<file path="src/rtl/reg_cmd_ctrl_pkg.sv">
// Shared definitions for the UART-to-register-file command sequencer:
// state encoding, command opcodes and the default widths used by the register file and UART.
package reg_cmd_ctrl_pkg;

  localparam int ADDR_W_DEF = 4;
  localparam int DATA_W_DEF = 8;

  localparam logic [7:0] WR_CMD_DEF = 8'hAA;
  localparam logic [7:0] RD_CMD_DEF = 8'hBB;

  typedef enum logic [2:0] {
    ST_IDLE    = 3'd0,
    ST_WR_ADDR = 3'd1,
    ST_WR_DATA = 3'd2,
    ST_RD_ADDR = 3'd3,
    ST_RD_WAIT = 3'd4,
    ST_TX_SEND = 3'd5
  } state_t;

endpackage

</file>
<file path="src/rtl/reg_cmd_ctrl.sv">
// Command sequencer: turns UART RX byte frames into register-file writes/reads
// and returns read data to UART TX. Sole master of the register-file port.
//
// state   | meaning
// --------+-----------------------------------------------------------
// IDLE    | waiting for an opcode byte
// WR_ADDR | write opcode seen, waiting for the address byte
// WR_DATA | address latched, waiting for the data byte
// RD_ADDR | read opcode seen, waiting for the address byte
// RD_WAIT | RdEn issued, waiting for RdData_Valid or timeout
// TX_SEND | holding read byte until UART TX is free
module reg_cmd_ctrl
  import reg_cmd_ctrl_pkg::*;
#(
  parameter int                ADDR_W     = ADDR_W_DEF,
  parameter int                DATA_W     = DATA_W_DEF,
  parameter logic [DATA_W-1:0] WR_CMD     = WR_CMD_DEF,
  parameter logic [DATA_W-1:0] RD_CMD     = RD_CMD_DEF,
  parameter int                RD_TIMEOUT = 8
) (
  input  logic              CLK,
  input  logic              RST,
  input  logic [DATA_W-1:0] RX_P_Data,
  input  logic              RX_D_VLD,
  input  logic [DATA_W-1:0] RdData,
  input  logic              RdData_Valid,
  input  logic              TX_Busy,
  output logic [ADDR_W-1:0] Address,
  output logic              WrEn,
  output logic [DATA_W-1:0] WrData,
  output logic              RdEn,
  output logic [DATA_W-1:0] TX_P_Data,
  output logic              TX_D_VLD,
  output logic              Busy,
  output logic              Cmd_Err,
  output logic              Rd_Timeout,
  output logic              Rx_Drop
);

  localparam int CNT_W = (RD_TIMEOUT > 2) ? $clog2(RD_TIMEOUT) : 1;
  localparam logic [CNT_W-1:0] CNT_LAST = CNT_W'(RD_TIMEOUT - 1);

  state_t            r_state;
  logic [CNT_W-1:0]  r_cnt;
  logic [ADDR_W-1:0] r_wr_addr;
  logic [DATA_W-1:0] r_rd_data;
  logic [ADDR_W-1:0] r_address;
  logic              r_wr_en;
  logic [DATA_W-1:0] r_wr_data;
  logic              r_rd_en;
  logic [DATA_W-1:0] r_tx_data;
  logic              r_tx_vld;
  logic              r_busy;
  logic              r_cmd_err;
  logic              r_rd_to;
  logic              r_rx_drop;

  always_ff @(posedge CLK) begin
    if (RST) begin
      r_state   <= ST_IDLE;
      r_cnt     <= '0;
      r_wr_addr <= '0;
      r_rd_data <= '0;
      r_address <= '0;
      r_wr_en   <= 1'b0;
      r_wr_data <= '0;
      r_rd_en   <= 1'b0;
      r_tx_data <= '0;
      r_tx_vld  <= 1'b0;
      r_busy    <= 1'b0;
      r_cmd_err <= 1'b0;
      r_rd_to   <= 1'b0;
      r_rx_drop <= 1'b0;
    end else begin
      // Strobes and error flags are single-cycle by construction.
      r_wr_en   <= 1'b0;
      r_rd_en   <= 1'b0;
      r_tx_vld  <= 1'b0;
      r_cmd_err <= 1'b0;
      r_rd_to   <= 1'b0;
      r_rx_drop <= 1'b0;

      case (r_state)
        ST_IDLE: begin
          if (RX_D_VLD) begin
            if (RX_P_Data == WR_CMD) begin
              r_state <= ST_WR_ADDR;
              r_busy  <= 1'b1;
            end else if (RX_P_Data == RD_CMD) begin
              r_state <= ST_RD_ADDR;
              r_busy  <= 1'b1;
            end else begin
              r_cmd_err <= 1'b1;
            end
          end
        end

        ST_WR_ADDR: begin
          if (RX_D_VLD) begin
            r_wr_addr <= RX_P_Data[ADDR_W-1:0];
            r_state   <= ST_WR_DATA;
          end
        end

        ST_WR_DATA: begin
          if (RX_D_VLD) begin
            r_wr_en   <= 1'b1;
            r_address <= r_wr_addr;
            r_wr_data <= RX_P_Data;
            r_state   <= ST_IDLE;
            r_busy    <= 1'b0;
          end
        end

        ST_RD_ADDR: begin
          if (RX_D_VLD) begin
            r_rd_en   <= 1'b1;
            r_address <= RX_P_Data[ADDR_W-1:0];
            r_cnt     <= '0;
            r_state   <= ST_RD_WAIT;
          end
        end

        ST_RD_WAIT: begin
          r_rx_drop <= RX_D_VLD;
          if (RdData_Valid) begin
            r_rd_data <= RdData;
            r_state   <= ST_TX_SEND;
          end else if (r_cnt == CNT_LAST) begin
            r_rd_to <= 1'b1;
            r_state <= ST_IDLE;
            r_busy  <= 1'b0;
          end else begin
            r_cnt <= r_cnt + 1'b1;
          end
        end

        ST_TX_SEND: begin
          r_rx_drop <= RX_D_VLD;
          if (!TX_Busy) begin
            r_tx_data <= r_rd_data;
            r_tx_vld  <= 1'b1;
            r_state   <= ST_IDLE;
            r_busy    <= 1'b0;
          end
        end

        default: begin
          r_state <= ST_IDLE;
          r_busy  <= 1'b0;
        end
      endcase
    end
  end

  assign Address    = r_address;
  assign WrEn       = r_wr_en;
  assign WrData     = r_wr_data;
  assign RdEn       = r_rd_en;
  assign TX_P_Data  = r_tx_data;
  assign TX_D_VLD   = r_tx_vld;
  assign Busy       = r_busy;
  assign Cmd_Err    = r_cmd_err;
  assign Rd_Timeout = r_rd_to;
  assign Rx_Drop    = r_rx_drop;

endmodule

</file>
<file path="config.mk">
export PLATFORM = sky130hd
export DESIGN_NAME = reg_cmd_ctrl
export DESIGN_NICKNAME = d
export VERILOG_FILES = /design/src/rtl/reg_cmd_ctrl_pkg.sv /design/src/rtl/reg_cmd_ctrl.sv
export SDC_FILE = /design/constraint.sdc
export NUM_CORES = 1
export LEC_CHECK = 0
export CORE_ASPECT_RATIO = 0.9
export CORE_MARGIN = 2
export CORE_UTILIZATION = 45
export DETAILED_ROUTE_END_ITERATION = 10
export GPL_TIMING_DRIVEN = 1
export PLACE_DENSITY = 0.75
export SKIP_CTS_REPAIR_TIMING = 1
export SLEW_MARGIN = 10
export SYNTH_ARGS = -nofsm -noshare
export SYNTH_HDL_FRONTEND = slang
export SYNTH_SLANG_ARGS = --single-unit
</file>
<file path="constraint.sdc">
create_clock -name CLK -period 1.8 [get_ports CLK]
set_input_delay 0.18 -clock CLK [delete_from_list [all_inputs] [get_ports CLK]]
set_output_delay 0.18 -clock CLK [all_outputs]
set_load 0.005 [all_outputs]
</file>
==> flow_summary.json, run 1 <==
{
  "status": "complete, no violations",
  "min_period_over_period_pct": 90.5,
  "cap_violations": 0,
  "crit_cells": 6,
  "ant_nets": 0,
  "numCtsBuffers": 5,
  "clock-sinks": 45,
  "cp_num_buf_inv": 0,
  "dpl_worst_slack_ns": 0.0291,
  "wl_per_cell_microns": 12.8,
  "max_freq_mhz": 614,
  "skew_ns": 0.00904,
  "grt_max_degree": 20,
  "area_growth_pct": 38.5,
  "drt-pass1-iter-count": 4,
  "core_sq_mm": 0.00381,
  "worst-endpoint-required_ns": 1.99,
  "yosys_warnings": 0,
  "io_buffers": 47,
  "relSlewSlack_pct": 70.1,
  "layout.nets": 293,
  "die_h_microns": 64.3,
  "root_buffer": "clkbuf_8",
  "worstReg2RegEnd": "r_state[0]",
  "diodes": 0,
  "grtUsageTotal_pct": 19.6,
  "worstMarginPinSlew_ns": 0.447,
  "final_common_cell": "nand2_1",
  "num_rows": 21,
  "ir_drop_mv": 0.530,
  "ys_ff_latch": 45,
  "slowest_stage": "dfxtp_1",
  "synth_compound_area_share_pct": 16.2,
  "p_per_area_mw_per_mm2": 844,
  "finalSetupTns_ns": 0,
  "yosys.cell_types.count": 37,
  "crit_arrival_ns": 1.82,
  "dieArea_sq_mm": 0.00457,
  "cts-htree-levels": 2,
  "r2r-start": "r_cnt[0]",
  "grt_pass1_vias": 1583,
  "cp-start-kind": "flop",
  "antenna_found_initial": 0,
  "synth_top_family_by_area": "simple AND/OR/NAND/NOR gates",
  "crit_type": "flop to flop",
  "holdWs_ns": 0.424,
  "worstHoldPathCells": 3,
  "hold_viol": 0,
  "grt_pass1_wl_mm": 7.10,
  "final_cell_mix": "63 x nand2_1, 47 x clkdlybuf4s50_1, 45 x dfxtp_1, 33 x a21oi_1, 14 x buf_4",
  "rsz0062_at_grt": "no",
  "synth_seq_area_share_pct": 49.6,
  "path_delay_family": "simple AND/OR/NAND/NOR gates",
  "dp_hpwl_mm": 3.02,
  "cts_tree": "built",
  "critPathCaptureType": "flop",
  "drv_slew": 0,
  "r2r_setup_slack_ns": 0.17,
  "hold_start": "RdData[4]",
  "path_clk_slew_ns": 0.09,
  "wirelength_mm": 4.07,
  "period_needed_ns": 1.63,
  "vias": 1599,
  "drive_gt1_share_pct": 11.1,
  "dieWidth_microns": 71,
  "cpMostUsedCell": "ha_1",
  "syn_area_sq_mm": 0.00182,
  "insertion_delay_ns": 0.30,
  "hold_end": "r_rd_data[4]",
  "fin_util_pct": 66.1,
  "setup_slack_ns": 0.171,
  "clock_path_buffers": 2,
  "initial_core_util_pct": 47.7,
  "yosys.area_share.simple_pct": 25.7,
  "synth_xor_area_share_pct": 0.482,
  "gp_congestion": 0.830,
  "synth.net_count": 236,
  "holdCritPathClass": "input pin to flop",
  "finalSetupViolCount": 0,
  "synth-adder-area-share_pct": 1.38,
  "fin_total_pwr_uw": 2120,
  "detail_route.vias_per_cell": 5.04,
  "drc": 0,
  "drt-initial-drc-count": 67,
  "p_leak_uw": 0.000900,
  "post_synth_mux_area_share_pct": 3.44,
  "grt-ovfl-total": 0,
  "ios": 48,
  "synth_cells": 213,
  "path_cells": "ha_1 -> ha_1 -> nor2_2 -> nand2_1 -> nand3_2 -> mux2_1",
  "crit_fanout": 4,
  "syn_area_per_cell_sq_um": 8.54,
  "reg2regPathDepth": 6,
  "critPathMaxStageDelay_ns": 0.33
}
==> power by group <==
part           switching, uW  internal, uW
Combinational            142           160
Sequential              31.5          1020
Clock                    352           415
==> worst max-delay path by stage <==
stage                       from    endpoint  slack (ns)
global route            r_cnt[0]  r_state[1]        0.07
global placement    RX_P_Data[1]  r_state[0]        0.08
finish                  r_cnt[0]  r_state[0]        0.17
detailed placement  RX_P_Data[3]  r_state[0]        0.03
floorplan               r_cnt[0]  r_state[0]        0.29
CTS                     r_cnt[0]  r_state[0]         0.1
==> metal layers <==
layer	wire [microns]	track usage [%]	share of wire [%]	up-vias
met5	0	0	0	-
met2	1960	33.5	48	45
li1	-	-	-	834
met3	303	5.99	7.4	8
met1	1720	22.6	42	712
met4	90	8.25	2.2	0
==> synthesized netlist by cell type <==
cell type	number	share of area, %
nor2_1	14	2.9
or2_0	1	0.34
nor3_1	2	0.55
a311oi_1	1	0.48
and4b_1	1	0.55
nor3b_1	1	0.41
xor2_1	1	0.48
inv_1	1	0.21
mux2_1	2	1.2
buf_4	2	0.83
nand2b_1	5	1.7
buf_2	2	0.55
nand3b_1	1	0.41
o311ai_4	1	1.4
nand2_1	63	13
o221ai_1	4	1.9
o22a_1	1	0.48
mux2i_1	4	2.2
dfxtp_1	45	50
nand3_2	1	0.55
inv_2	1	0.21
o211ai_1	2	0.83
and3b_1	1	0.48
nor3_2	2	1.1
a2111oi_0	1	0.48
a31oi_1	2	0.69
ha_1	2	1.4
and2_1	2	0.69
nor2b_1	2	0.69
buf_1	1	0.21
a21oi_1	33	9.1
a31o_1	1	0.48
nor3b_2	1	0.69
o21ai_0	1	0.28
nand4b_4	1	1.3
clkbuf_1	6	1.2
or3_1	1	0.34
==> stage by stage <==
step | cell area, sq um | instances
6_report | 2520 | 317
5_1_grt | 2520 | 317
4_1_cts | 2510 | 317
3_5_place_dp | 2400 | 309
3_3_place_gp | 2400 | 309
2_1_floorplan | 1820 | 213
==> worst min-delay path, cell delays in order <==
cell and delay (ns):
clkdlybuf4s50_1 0.39, nand2_1 0.06, a21oi_1 0.05
==> sequential cells by signal, summed over array words and instances (netlist names) <==
name / cells
Busy: 1
TX_P_Data: 8
r_state: 3
Address: 4
TX_D_VLD: 1
WrData: 8
r_wr_addr: 4
r_cnt: 3
WrEn: 1
Rd_Timeout: 1
RdEn: 1
Rx_Drop: 1
r_rd_data: 8
Cmd_Err: 1
==> layout make-up <==
class                           instances  area [sq um]
Fill cell                             332          1290
Clock buffer                            5          68.8
Sequential cell                        45           901
Multi-Input combinational cell        155           861
Clock inverter                          3          46.3
Timing Repair Buffer                   61           576
Tap cell                               46          57.6
Inverter                                2          7.51
==> logic make-up after synthesis <==
kind of cell	count (synthesis)
flip-flops	45
AO/OA/AOI/OAI	47
AND/OR/NAND/NOR	99
XOR/XNOR	1
buffers and inverters	13
multiplexers	6
adder cells (fa/ha/maj)	2
(Power assumes the default switching activity.)
==> run 2: changes to the inputs <==
--- a/config.mk
+++ b/config.mk
@@ -10,6 +10,7 @@
 export CORE_UTILIZATION = 45
 export DETAILED_ROUTE_END_ITERATION = 10
 export GPL_TIMING_DRIVEN = 1
+export MAX_ROUTING_LAYER = met4
 export PLACE_DENSITY = 0.75
 export SKIP_CTS_REPAIR_TIMING = 1
 export SLEW_MARGIN = 10
==> run 2 against run 1 <==
Compared with the run above: critical path depth unchanged; combinational power barely moved; worst setup slack got worse by 0.0024 ns; die area unchanged; total power is essentially flat; flip-flop and latch count did not move; highest routed layer unchanged.
==> flow_summary.json, run 2 (same netlist as run 1, synthesis figures left out) <==
{
  "grt-ovfl-total": 0,
  "root_buffer": "clkbuf_8",
  "worstReg2RegEnd": "r_state[0]",
  "max_freq_mhz": 613,
  "min_period_over_period_pct": 90.7,
  "area_growth_pct": 38.5,
  "gp_congestion": 0.842,
  "dp_hpwl_mm": 3.02,
  "worstHoldPathCells": 3,
  "reg2regPathDepth": 6,
  "vias": 1591,
  "wl_per_cell_microns": 12.8,
  "clock-sinks": 45,
  "drc": 0,
  "numCtsBuffers": 5,
  "cts-htree-levels": 2,
  "clock_path_buffers": 2,
  "hold_start": "RdData[4]",
  "finalSetupTns_ns": 0,
  "drive_gt1_share_pct": 11.1,
  "finalSetupViolCount": 0,
  "core_sq_mm": 0.00381,
  "r2r-start": "r_cnt[0]",
  "detail_route.vias_per_cell": 5.02,
  "worst-endpoint-required_ns": 1.99,
  "dieArea_sq_mm": 0.00457,
  "initial_core_util_pct": 47.7,
  "dieWidth_microns": 71,
  "crit_type": "flop to flop",
  "drv_slew": 0,
  "critPathCaptureType": "flop",
  "hold_end": "r_rd_data[4]",
  "wirelength_mm": 4.07,
  "period_needed_ns": 1.63,
  "cap_violations": 0,
  "relSlewSlack_pct": 70.2,
  "layout.nets": 293,
  "num-fill-cells": 332,
  "antenna_found_initial": 0,
  "fin_area_sq_mm": 0.00252,
  "worstMarginPinSlew_ns": 0.445,
  "p_per_area_mw_per_mm2": 844,
  "drt-pass1-iter-count": 4,
  "final_cell_mix": "63 x nand2_1, 47 x clkdlybuf4s50_1, 45 x dfxtp_1, 33 x a21oi_1, 14 x buf_4",
  "skew_ns": 0.00840,
  "die_h_microns": 64.3,
  "ant_nets": 0,
  "fin_total_pwr_uw": 2120,
  "cts_tree": "built",
  "ir_drop_mv": 0.530,
  "path_clk_slew_ns": 0.09,
  "io_buffers": 47,
  "dp.cells": 309,
  "ios": 48,
  "grt_pass1_vias": 1582,
  "grt_max_degree": 20,
  "p_leak_uw": 0.000900,
  "multi_input_area_sq_um": 861,
  "grt_pass1_wl_mm": 7.11,
  "holdCritPathClass": "input pin to flop",
  "drt-initial-drc-count": 62,
  "r2r_setup_slack_ns": 0.17,
  "final_common_cell": "nand2_1",
  "insertion_delay_ns": 0.30,
  "num_rows": 21,
  "place_area_sq_mm": 0.00240,
  "diodes": 0,
  "cp-start-kind": "flop",
  "crit_fanout": 4,
  "crit_arrival_ns": 1.82,
  "hold_viol": 0,
  "regArea_sq_um": 901,
  "status": "complete, no violations",
  "rsz0062_at_grt": "no",
  "grtUsageTotal_pct": 20.2,
  "finalNonFillerCells": 317
}
[run 2: worst max-delay path: stages (launching register included)]
cell	delay (ns)
dfxtp_1	0.33
ha_1	0.19
ha_1	0.20
nor2_2	0.18
nand2_1	0.15
nand3_2	0.15
mux2_1	0.33
[run 2: stage by stage]
step	hold slack (ns)	utilization, %	setup WS [ns]
detailed placement	0.443	63.0	0.0291
finish	0.426	66.1	0.168
global route	0.428	66.1	0.0666
global placement	0.439	63.0	0.0759
floorplan	0.316	-	0.295
CTS	0.421	66.0	0.0991
[run 2: how the worst max path moves through the flow]
stage	start	to	slack [ns]	depth (start not counted)
detailed placement	RX_P_Data[3]	r_state[0]	0.03	5
floorplan	r_cnt[0]	r_state[0]	0.29	6
finish	r_cnt[0]	r_state[0]	0.17	6
global route	r_cnt[0]	r_state[1]	0.07	6
CTS	r_cnt[0]	r_state[0]	0.1	6
global placement	RX_P_Data[1]	r_state[0]	0.08	5
[run 2: cell type report]
type | count | share of cell area [%]
clock buffers | 5 | 2.73
clock inverters | 3 | 1.84
inverters | 2 | 0.298
multi-input cells | 155 | 34.2
flip-flops and latches | 45 | 35.8
well taps | 46 | 2.29
repair buffers | 61 | 22.9
[run 2: power by group]
group | switching, uW | leakage, uW | internal, uW
Combinational | 143 | 0.000483 | 160
Clock | 351 | 0.0000543 | 415
Sequential | 31.2 | 0.000363 | 1020
Total | 525 | 0.000900 | 1600
[run 2: per-layer routing]
layer	vias to the layer above	global-route usage [%]	wire, microns
met4	0	6.84	66
met5	-	-	0
met1	711	22.8	1790
met2	40	33.6	1980
met3	6	6.78	235
li1	834	-	-
==> run 3: changes to the inputs <==
--- a/config.mk
+++ b/config.mk
@@ -5,13 +5,15 @@
 export SDC_FILE = /design/constraint.sdc
 export NUM_CORES = 1
 export LEC_CHECK = 0
+export CELL_PAD_IN_SITES_DETAIL_PLACEMENT = 1
+export CELL_PAD_IN_SITES_GLOBAL_PLACEMENT = 1
 export CORE_ASPECT_RATIO = 0.9
 export CORE_MARGIN = 2
-export CORE_UTILIZATION = 45
+export CORE_UTILIZATION = 35
 export DETAILED_ROUTE_END_ITERATION = 10
 export GPL_TIMING_DRIVEN = 1
 export MAX_ROUTING_LAYER = met4
-export PLACE_DENSITY = 0.75
+export PLACE_DENSITY_LB_ADDON = 0.1
 export SKIP_CTS_REPAIR_TIMING = 1
 export SLEW_MARGIN = 10
 export SYNTH_ARGS = -nofsm -noshare
==> run 3 against run 2 <==
Compared with the run above: cell count increased by 5.4%; clock skew decreased by 0.0028 ns; register-to-register slack got worse by 0.09 ns; count of clock-buffer cells in the layout unchanged; core utilization decreased by 15 points; maximum frequency decreased by 5.1%; sequential power about the same; via count increased by 4.5%; sequential share of layout area increased by 0.089 points; critical endpoint unchanged.
==> flow_summary.json, run 3 (same netlist as run 1, synthesis figures left out) <==
{
  "detail_route.vias_per_cell": 4.98,
  "cap_violations": 0,
  "hold_viol": 0,
  "multi_input_area_sq_um": 858,
  "final_cell_mix": "63 x nand2_1, 47 x clkdlybuf4s50_1, 45 x dfxtp_1, 33 x a21oi_1, 14 x nor2_1",
  "drv_slew": 0,
  "cts_tree": "built",
  "final_common_cell": "nand2_1",
  "drt-initial-drc-count": 46,
  "cpMostUsedCell": "ha_1",
  "vias": 1662,
  "area_growth_pct": 38.1,
  "num_rows": 24,
  "core_sq_mm": 0.00492,
  "crit_type": "flop to flop",
  "skew_ns": 0.00556,
  "path_clk_slew_ns": 0.09,
  "die_h_microns": 72.4,
  "cts-htree-levels": 2,
  "power.clock.fraction_pct": 32.4,
  "crit_fanout": 4,
  "r2r_setup_slack_ns": 0.08,
  "hold_end": "r_rd_data[3]",
  "worst-endpoint-required_ns": 1.99,
  "dp.cells": 326,
  "grt-ovfl-total": 0,
  "ios": 48,
  "grtUsageTotal_pct": 18.0,
  "cp_num_buf_inv": 0,
  "worstReg2RegEnd": "r_state[0]",
  "wirelength_mm": 4.67,
  "ir_drop_mv": 0.592,
  "p_per_area_mw_per_mm2": 797,
  "ant_nets": 0,
  "numCtsBuffers": 5,
  "crit_arrival_ns": 1.91,
  "drive_gt1_share_pct": 10.0,
  "critPathMaxStageDelay_ns": 0.33,
  "slowest_stage": "dfxtp_1",
  "p_leak_uw": 0.000886,
  "finalSetupViolCount": 0,
  "layout.nets": 291,
  "min_period_over_period_pct": 95.5,
  "grt_pass1_wl_mm": 7.87,
  "power_frac_comb_pct": 14.9,
  "holdCritPathClass": "input pin to flop",
  "critPathCaptureType": "flop",
  "path_cells": "ha_1 -> ha_1 -> nor2_1 -> nand2_1 -> nand3_2 -> mux2_1",
  "p_int_uw": 1450,
  "gp_congestion": 0.777,
  "grt_max_degree": 30,
  "worstMarginPinSlew_ns": 0.467,
  "wl_per_cell_microns": 14.0,
  "reg2regPathDepth": 6,
  "dieWidth_microns": 80.0,
  "drt-pass1-iter-count": 4,
  "switchingPower_uw": 548,
  "drc": 0,
  "initial_core_util_pct": 36.9,
  "dieArea_sq_mm": 0.00579,
  "grt_pass1_vias": 1679,
  "regArea_sq_um": 901,
  "seqPwrFrac_pct": 52.7,
  "worstHoldPathCells": 3,
  "relSlewSlack_pct": 68.7,
  "swShare_pct": 27.4,
  "io_buffers": 47,
  "dp_hpwl_mm": 3.54,
  "clock-sinks": 45,
  "cp-start-kind": "flop",
  "antenna_found_initial": 0,
  "finalNonFillerCells": 334,
  "r2r-start": "r_cnt[0]",
  "diodes": 0,
  "finalSetupTns_ns": 0,
  "num-fill-cells": 606,
  "insertion_delay_ns": 0.30,
  "status": "complete, no violations",
  "clock_path_buffers": 2,
  "path_delay_family": "simple AND/OR/NAND/NOR gates",
  "rsz0062_at_grt": "no",
  "root_buffer": "clkbuf_8",
  "period_needed_ns": 1.72,
  "critPathLaunch": "r_cnt[0]",
  "hold_start": "RdData[3]",
  "max_freq_mhz": 582
}
## run 3: through the flow
stage | utilization, % | hold slack, ns | power [uW] | cell area [sq um] | setup slack [ns]
after global placement | 49.2 | 0.441 | 1370 | 2420 | 0.0501
after detailed placement | 49.2 | 0.447 | 1380 | 2420 | 0.0181
after floorplan | - | 0.316 | 1230 | 1820 | 0.295
final | 51.0 | 0.421 | 2000 | 2510 | 0.0812
after CTS | 51.0 | 0.415 | 2020 | 2510 | 0.0722
after global routing | 51.0 | 0.441 | 2100 | 2510 | 0.0279
## run 3: cell type report
class	count	share of cell area, %
Sequential cell	45	35.9
Multi-Input combinational cell	155	34.2
Timing Repair Buffer	59	22.8
Tap cell	65	3.24
Clock buffer	5	2.74
Clock inverter	3	0.847
Inverter	2	0.299
## run 3: worst max path at each step
stage	to	slack, ns	depth (start not counted)
floorplan	r_state[0]	0.29	6
global placement	r_state[1]	0.05	5
detailed placement	r_state[0]	0.02	5
CTS	r_state[0]	0.07	6
global route	r_state[0]	0.03	6
finish	r_state[0]	0.08	6
## run 3: tightest hold or removal path: stages
cell,delay (ns)
clkdlybuf4s50_1,0.40
nand2_1,0.06
a21oi_1,0.05
## run 3: layer usage
layer / GRT usage [%] / vias up / part of all wire [%]
met4: 6.21 / 0 / 1.2
li1: - / 829 / -
met2: 28.1 / 33 / 48
met5: - / - / 0
met3: 3.36 / 5 / 3.6
met1: 23.6 / 795 / 48
## run 3: power groups by stage
stage	Sequential, uW	Combinational, uW	Clock (uW)
floorplan	1060	168	0
global placement	1080	294	0
detailed placement	1080	300	0
CTS	1060	301	666
global route	1060	323	713
finish	1060	297	649
